`src/rtl/gol_gen_scheduler_pkg.sv`:
```
// ============================================================================
// Module  : gol_pkg
// Brief   : Shared state encoding, board width and button indices for the
//           Game of Life generation scheduler.
// Revision: 1.0 - initial release
// ============================================================================
`default_nettype none

package gol_pkg;

    localparam int c_cells     = 256;
    localparam int c_btn_run   = 0;
    localparam int c_btn_step  = 1;
    localparam int c_btn_clear = 2;
    localparam int c_btn_num   = 3;

    typedef enum logic [2:0] {
        ST_SETUP = 3'd0,
        ST_RUN   = 3'd1,
        ST_REQ   = 3'd2,
        ST_PAUSE = 3'd3,
        ST_HALT  = 3'd4
    } state_t;

endpackage

`default_nettype wire

```
`src/rtl/gol_gen_scheduler_if.sv`:
```
// ============================================================================
// Module  : gol_gen_scheduler_if
// Brief   : Step handshake and board bus between scheduler and datapath.
// Revision: 1.0 - initial release
// ============================================================================
`default_nettype none

interface gol_gen_scheduler_if #(
    parameter int CELLS = 256
);
    logic             step_req_o;
    logic             setup_en_o;
    logic             board_clr_o;
    logic             step_ack_i;
    logic [CELLS-1:0] board_i;

    modport master (output step_req_o, setup_en_o, board_clr_o,
                    input  step_ack_i, board_i);
    modport slave  (input  step_req_o, setup_en_o, board_clr_o,
                    output step_ack_i, board_i);
endinterface

`default_nettype wire

```
`src/rtl/gol_btn_edge.sv`:
```
// ============================================================================
// Module  : gol_btn_edge
// Brief   : One-register rising-edge detector for a debounced button level.
// Revision: 1.0 - initial release
// ============================================================================
`default_nettype none

module gol_btn_edge (
    input  wire logic clk,
    input  wire logic reset,
    input  wire logic level_i,
    output logic      rise_o
);
    logic r_prev;

    // History resets to "pressed" so a level held across reset never
    // looks like a fresh edge once reset is released.
    always_ff @(posedge clk) begin
        if (reset) begin
            r_prev <= 1'b1;
        end else begin
            r_prev <= level_i;
        end
    end

    assign rise_o = level_i & ~r_prev;

endmodule

`default_nettype wire

```
`src/rtl/gol_gen_scheduler.sv`:
```
// ============================================================================
// Module  : gol_gen_scheduler
// Brief   : Run-control FSM, step-period divider and generation counter for
//           the 16x16 Game of Life datapath; halts on stable/extinct boards.
//           Optional period-2 oscillator halt: GOL_OSC2_DETECT_EN.
// Revision: 1.0 - initial release
// ============================================================================
`default_nettype none

module gol_gen_scheduler
    import gol_pkg::*;
#(
    parameter int PERIOD_W = 32,
    parameter int GEN_W    = 16,
    parameter int CELLS    = c_cells
) (
    input  wire logic                clk,
    input  wire logic                reset,
    input  wire logic                run_btn_i,
    input  wire logic                step_btn_i,
    input  wire logic                clear_btn_i,
    input  wire logic [PERIOD_W-1:0] period_i,
    gol_gen_scheduler_if.master      bus,
    output logic [2:0]               state_o,
    output logic [GEN_W-1:0]         generation_cnt_o,
    output logic                     stable_o,
`ifdef GOL_OSC2_DETECT_EN
    output logic                     osc2_o,
`endif
    output logic                     extinct_o
);

    logic [c_btn_num-1:0] w_lvl;
    logic [c_btn_num-1:0] w_ev;
    logic                 w_clr, w_run, w_step;

    assign w_lvl[c_btn_run]   = run_btn_i;
    assign w_lvl[c_btn_step]  = step_btn_i;
    assign w_lvl[c_btn_clear] = clear_btn_i;

    for (genvar gi = 0; gi < c_btn_num; gi++) begin : g_btn
        gol_btn_edge u_edge (
            .clk     (clk),
            .reset   (reset),
            .level_i (w_lvl[gi]),
            .rise_o  (w_ev[gi])
        );
    end

    assign w_clr  = w_ev[c_btn_clear];
    assign w_run  = w_ev[c_btn_run]  & ~w_clr;
    assign w_step = w_ev[c_btn_step] & ~w_clr & ~w_ev[c_btn_run];

    state_t               r_state, w_state_next;
    logic                 r_step_req, r_setup_en, r_board_clr;
    logic [GEN_W-1:0]     r_cnt, w_cnt_next;
    logic                 r_stable, w_stable_next, r_extinct, w_extinct_next;
    logic [PERIOD_W-1:0]  r_div, w_div_next, w_period_m1;
    logic                 r_ret_run, w_ret_next;
    logic                 w_snap_load;
    logic [CELLS-1:0]     r_snap;
    logic                 w_same, w_zero;
`ifdef GOL_OSC2_DETECT_EN
    logic [CELLS-1:0]     r_snap2;
    logic                 r_osc2, w_osc2_next;
`endif

    assign w_period_m1 = (period_i == '0) ? '0 : period_i - 1'b1;
    assign w_same      = (bus.board_i == r_snap);
    assign w_zero      = (bus.board_i == '0);

    always_comb begin
        w_state_next   = r_state;
        w_div_next     = r_div;
        w_ret_next     = r_ret_run;
        w_cnt_next     = r_cnt;
        w_stable_next  = r_stable;
        w_extinct_next = r_extinct;
        w_snap_load    = 1'b0;
`ifdef GOL_OSC2_DETECT_EN
        w_osc2_next    = r_osc2;
`endif
        if (w_clr) begin
            w_state_next   = ST_SETUP;
            w_cnt_next     = '0;
            w_stable_next  = 1'b0;
            w_extinct_next = 1'b0;
`ifdef GOL_OSC2_DETECT_EN
            w_osc2_next    = 1'b0;
`endif
        end else begin
            case (r_state)
                ST_SETUP: begin
                    if (w_run) begin
                        w_state_next = ST_RUN;
                        w_div_next   = '0;
                        w_snap_load  = 1'b1;
                    end else if (w_step) begin
                        w_state_next = ST_REQ;
                        w_ret_next   = 1'b0;
                        w_snap_load  = 1'b1;
                    end
                end
                ST_RUN: begin
                    // >= so a period shrunk below the divider fires at once
                    if (w_run) begin
                        w_state_next = ST_PAUSE;
                    end else if (r_div >= w_period_m1) begin
                        w_div_next   = '0;
                        w_state_next = ST_REQ;
                        w_ret_next   = 1'b1;
                    end else begin
                        w_div_next   = r_div + 1'b1;
                    end
                end
                ST_PAUSE: begin
                    if (w_run) begin
                        w_state_next = ST_RUN;
                    end else if (w_step) begin
                        w_state_next = ST_REQ;
                        w_ret_next   = 1'b0;
                    end
                end
                ST_REQ: begin
                    if (w_run) begin
                        w_ret_next = 1'b0;
                    end
                    if (bus.step_ack_i) begin
                        if (&r_cnt) begin
                            w_state_next = ST_HALT;
                        end else begin
                            w_cnt_next = r_cnt + 1'b1;
                            if (w_same || w_zero) begin
                                w_state_next   = ST_HALT;
                                w_stable_next  = w_same;
                                w_extinct_next = w_zero;
`ifdef GOL_OSC2_DETECT_EN
                            end else if (bus.board_i == r_snap2) begin
                                w_state_next = ST_HALT;
                                w_osc2_next  = 1'b1;
`endif
                            end else begin
                                w_state_next = w_ret_next ? ST_RUN : ST_PAUSE;
                                w_snap_load  = 1'b1;
                            end
                        end
                    end
                end
                default: ;
            endcase
        end
    end

    always_ff @(posedge clk) begin
        if (reset) begin
            r_state     <= ST_SETUP;
            r_step_req  <= 1'b0;
            r_setup_en  <= 1'b1;
            r_board_clr <= 1'b0;
            r_cnt       <= '0;
            r_stable    <= 1'b0;
            r_extinct   <= 1'b0;
            r_div       <= '0;
            r_ret_run   <= 1'b0;
            r_snap      <= '0;
`ifdef GOL_OSC2_DETECT_EN
            r_snap2     <= '0;
            r_osc2      <= 1'b0;
`endif
        end else begin
            r_state     <= w_state_next;
            r_step_req  <= (w_state_next == ST_REQ);
            r_setup_en  <= (w_state_next == ST_SETUP);
            r_board_clr <= w_clr;
            r_cnt       <= w_cnt_next;
            r_stable    <= w_stable_next;
            r_extinct   <= w_extinct_next;
            r_div       <= w_div_next;
            r_ret_run   <= w_ret_next;
            if (w_snap_load) begin
                r_snap  <= bus.board_i;
`ifdef GOL_OSC2_DETECT_EN
                r_snap2 <= (r_state == ST_SETUP) ? bus.board_i : r_snap;
`endif
            end
`ifdef GOL_OSC2_DETECT_EN
            r_osc2      <= w_osc2_next;
`endif
        end
    end

    assign state_o          = r_state;
    assign generation_cnt_o = r_cnt;
    assign stable_o         = r_stable;
    assign extinct_o        = r_extinct;
    assign bus.step_req_o   = r_step_req;
    assign bus.setup_en_o   = r_setup_en;
    assign bus.board_clr_o  = r_board_clr;
`ifdef GOL_OSC2_DETECT_EN
    assign osc2_o           = r_osc2;
`endif

endmodule

`default_nettype wire

```
`src/flat_wrapper.sv`:
```
// flat-port wrapper written by rule: the top's interface ports become plain ports
module gol_gen_scheduler_flat import gol_pkg::*;
#(
    parameter int PERIOD_W = 32,
    parameter int GEN_W    = 16,
    parameter int CELLS    = c_cells
)
  (clk, reset, run_btn_i, step_btn_i, clear_btn_i, period_i, state_o, generation_cnt_o, stable_o, extinct_o, bus_step_req_o, bus_setup_en_o, bus_board_clr_o, bus_step_ack_i, bus_board_i);
  gol_gen_scheduler_if #(.CELLS(CELLS)) bus_i ();
  input  wire logic clk;
  input  wire logic reset;
  input  wire logic run_btn_i;
  input  wire logic step_btn_i;
  input  wire logic clear_btn_i;
  input  wire logic [PERIOD_W-1:0] period_i;
  output logic [2:0] state_o;
  output logic [GEN_W-1:0] generation_cnt_o;
  output logic stable_o;
  output logic extinct_o;
  output wire logic [$bits(bus_i.step_req_o)-1:0] bus_step_req_o;
  output wire logic [$bits(bus_i.setup_en_o)-1:0] bus_setup_en_o;
  output wire logic [$bits(bus_i.board_clr_o)-1:0] bus_board_clr_o;
  input wire logic [$bits(bus_i.step_ack_i)-1:0] bus_step_ack_i;
  input wire logic [$bits(bus_i.board_i)-1:0] bus_board_i;
  assign bus_step_req_o = bus_i.step_req_o;
  assign bus_setup_en_o = bus_i.setup_en_o;
  assign bus_board_clr_o = bus_i.board_clr_o;
  assign bus_i.step_ack_i = bus_step_ack_i;
  assign bus_i.board_i = bus_board_i;
  gol_gen_scheduler #(.PERIOD_W(PERIOD_W), .GEN_W(GEN_W), .CELLS(CELLS)) u_core (.clk(clk), .reset(reset), .run_btn_i(run_btn_i), .step_btn_i(step_btn_i), .clear_btn_i(clear_btn_i), .period_i(period_i), .bus(bus_i), .state_o(state_o), .generation_cnt_o(generation_cnt_o), .stable_o(stable_o), .extinct_o(extinct_o));
endmodule
```
`config.mk`:
```
export PLATFORM = sky130hd
export DESIGN_NAME = gol_gen_scheduler_flat
export DESIGN_NICKNAME = d
export VERILOG_FILES = /design/src/rtl/gol_gen_scheduler_pkg.sv /design/src/rtl/gol_gen_scheduler_if.sv /design/src/rtl/gol_btn_edge.sv /design/src/rtl/gol_gen_scheduler.sv /design/src/flat_wrapper.sv
export SDC_FILE = /design/constraint.sdc
export NUM_CORES = 1
export LEC_CHECK = 0
export ABC_AREA = 0
export BUFFER_PORTS_ARGS = -buffer_cell sky130_fd_sc_hd__buf_2
export CAP_MARGIN = 5
export CORE_MARGIN = 5
export CORE_UTILIZATION = 45
export DETAILED_ROUTE_END_ITERATION = 8
export PLACE_DENSITY = 0.68
export SYNTH_ARGS = -nofsm -noshare
export SYNTH_HDL_FRONTEND = slang
export SYNTH_SLANG_ARGS = --single-unit
export TNS_END_PERCENT = 20
```
`constraint.sdc`:
```
create_clock -name clk -period 6.2 [get_ports clk]
set_input_delay 0.62 -clock clk [delete_from_list [all_inputs] [get_ports clk]]
set_output_delay 0.62 -clock clk [all_outputs]
set_load 0.01 [all_outputs]
```
==> results.json <==
{
  "run_status": "completed",
  "post_synth_inst_count": 2050,
  "final_min_period_over_clock_period": 0.7793,
  "antenna_violating_nets_post_route": 0,
  "pre_cts_slack_ns": 0.8355,
  "routed_wirelength_um": 60520,
  "detail_route.wl_per_cell_um": 20.99,
  "post_synth_xor_area_fraction": 0.1537,
  "clock_tree.htree_level_count": 2,
  "timing.clock.skew_ns": 0.02636,
  "drtPass1Iterations": 4,
  "drt-initial-drc-count": 1205,
  "drc": 0,
  "fin_hold_ws_ns": 0.3041,
  "critical_path.max_stage_delay_ns": 0.61,
  "sw_frac_of_total": 0.2860,
  "grt_antenna_before_repair": 16,
  "num_rows": 74,
  "report.final.hold_viol_count": 0,
  "dr_total_vias": 15590,
  "tritoncts": "built",
  "rsz0062_at_grt": "no",
  "initial_util": 0.4571,
  "core_area_mm2": 0.04102,
  "postCtsSetupRepairBufs": 0,
  "most_used_flip_flop_cell_after_synthesis": "dfxtp_1",
  "fin_crit_ns": 4.832,
  "grt_start_max_net_pins": 325,
  "final.fill_count": 3710,
  "post_synth_instance_area_mm2": 0.01875,
  "instances_no_fill": 2883,
  "edff_count_synth": 0,
  "layout_setup_ws_ns": 1.368,
  "share_comb_of_total_power": 0.202,
  "nets": 2644,
  "synth_cell_type_count": 52,
  "ioPinCount": 318,
  "max_slew.worst_pin.slew_ns": 1.197,
  "synth_compound_area_frac": 0.01775,
  "clock_sinks": 316,
  "ctsRootBufferMaster": "clkbuf_16",
  "final.setup.tns_ns": 0,
  "drive_above_1_share": 0.1687,
  "grt_pass1_wl_um": 90070,
  "power.switching_mw": 1.635,
  "clkSlewWorstSetupHoldPaths_ns": 0.06,
  "slew_violations": 0,
  "setup_viol_count_final": 0,
  "synth_fa_ha_area_frac": 0.02402,
  "cts-buffers-inserted": 37,
  "synth_simple_gate_area_frac": 0.2979,
  "gr-usage-all-layers": 0.2509,
  "layout_commonest_cell": "nand2b_1",
  "cp_cell_sequence": "buf_2 -> or4_1 -> nand2b_1 -> nor3_2 -> nand3b_1 -> nor4_1 -> xor2_1 -> nand2_1 -> ha_1 -> a21o_1 -> a21o_1 -> a221oi_1 -> o211ai_1 -> a211oi_1 -> nand4_1 -> a21o_1 -> nor2_1",
  "synth-seq-cells": 316,
  "crit_path_top_delay_cell": "or4_1",
  "relSlewSlack": 0.2022,
  "ir_drop_mv": 0.1655,
  "power.leakage_nw": 8.064,
  "share_seq_of_total_power": 0.405,
  "synth-async-reset-ratio": 0,
  "grt_pass1_vias": 15460,
  "area.sequential_mm2": 0.006326,
  "max_freq_mhz": 207.0,
  "clkPwrFrac": 0.393,
  "die_area_mm2": 0.04585,
  "buffers_added_on_ports": 317,
  "setup.worst_path.class": "input port to flop",
  "power_report.internal_total_mw": 4.083,
  "area_growth_syn_to_layout_pct": 16.21,
  "synth_top_cell_area_share": 0.3374,
  "mappedNetlistNets": 2380,
  "synth_warnings": 0,
  "post-layout-total-power_mw": 5.719,
  "path_common_cell": "a21o_1",
  "multiInputGateArea_mm2": 0.01182,
  "hold_class": "input port to flop",
  "cts_hold_buf": 0,
  "synth_top_cell_by_area": "dfxtp_1",
  "largest_family_of_logic_cells_by_synthesized_area": "simple AND/OR/NAND/NOR gates",
  "die_width_um": 214.1,
  "clkLatencyLatePin_ns": 0.55,
  "required_ns": 6.65,
  "endpoint_kind": "flop",
  "routabilityCongestion": 0.9128,
  "layout_common_cells": "nand2b_1, buf_2, dfxtp_1",
  "die_y_um": 214.1,
  "pwr_density_cell_mw_per_mm2": 262.5,
  "ys_seq_area_frac": 0.3374,
  "viasPerCell": 5.406,
  "crit_path_start_kind": "input port",
  "buffer_levels_on_the_longest_clock_path": 3,
  "timing.critical_path.fanout_max": 31,
  "avgSynthCellArea_um2": 9.146,
  "post-place-cells": 2807,
  "synth.mux.area_fraction": 0.1367,
  "hpwlAfterDp_um": 47790,
  "synth.top_cells.by_area": "dfxtp_1, nand2b_1, mux2i_1",
  "max-cap-violations": 0,
  "global_route_overflow": 0,
  "worstPathArrival_ns": 5.28,
  "cts_repair_resize_count": 0
}
[through the flow]
step                instance area (um^2)  utilization
floorplan                          18750            -
global placement                   20520       0.5004
finish                             21790       0.5312
CTS                                21770       0.5307
global route                       21780       0.5310
detailed placement                 20520       0.5004
[synth_stat cells, drive strengths merged, types with 3 or more instances]
cell    number
a211oi       5
a21o         5
a21oi       15
and3        12
and4         5
buf         29
clkbuf      71
dfxtp      316
ha          36
inv          8
mux2i      256
nand2       79
nand2b     520
nand3       19
nand4      101
nor2        84
nor2b        5
nor3        12
nor4        96
o21ai       11
or2          3
or3          4
or4          4
xnor2      278
xor2        51
[cells by family (layout without fill, tap and decap cells)]
family,count (synthesis),after routing
AOI/OAI and AO/OA,52,52
buffers and inverters,108,400
other,0,9
xor gates and xnor gates,329,329
and+or+nand+nor,953,953
muxes,256,256
DFF,316,316
adders and majority gates,36,36
[per-layer routing]
layer	vias to the layer above	global-route usage	wire length (um)	share of wire
met1	7446	0.3281	26270	0.43
met5	-	0	89	0.0015
li1	7501	-	-	-
met3	132	0.06734	4707	0.078
met4	16	0.09362	2208	0.036
met2	491	0.3992	27240	0.45
[final timing paths]
path                                        start                                  endpoint  slack (ns)  cells after the start
hold / removal                         step_btn_i  u_core.g_btn[1].u_edge.r_prev$_SDFF_PP1_        0.30                      2
setup reg to reg   u_core.r_snap[88]$_SDFFE_PP0P_           u_core.r_snap[193]$_SDFFE_PP0P_        1.91                     10
hold reg to reg   u_core.r_snap[215]$_SDFFE_PP0P_           u_core.r_snap[215]$_SDFFE_PP0P_        0.49                      2
setup / recovery                      period_i[7]              u_core.r_div[3]$_SDFFE_PP0P_        1.37                     17
[registers in the layout (all words and copies together) (netlist names)]
register,flops
u_core.state_o,3
u_core.r_ret_run,1
u_core.bus.step_req_o,1
u_core.extinct_o,1
u_core.r_div,32
u_core.bus.setup_en_o,1
u_core.generation_cnt_o,16
u_core.g_btn.u_edge.r_prev,3
u_core.r_snap,256
u_core.stable_o,1
u_core.bus.board_clr_o,1
[power groups by stage]
stage	registers (mW)	logic [mW]	clock network (mW)
detailed placement	2.36	1.13	0
finish	2.32	1.15	2.25
CTS	2.32	1.14	2.29
global route	2.33	1.23	2.37
floorplan	2.34	0.754	0
global placement	2.35	1.12	0
[final cells by class]
type,instances,share of cell area
diodes,9,0.001034
clock buffers,60,0.05163
clock inverters,7,0.005398
inverters,8,0.001378
multi-input cells,1626,0.5425
flip-flops and latches,316,0.2903
well taps,532,0.03055
repair buffers,325,0.07718
[critical path: cells and delay by family]
family | cells | cell delay, ns
simple gates | 8 | 2.16
compound gates | 6 | 1.91
fa+ha+maj | 1 | 0.29
xor+xnor | 1 | 0.18
buf+inv | 1 | 0.11
Power figures use the tool's default switching activity.
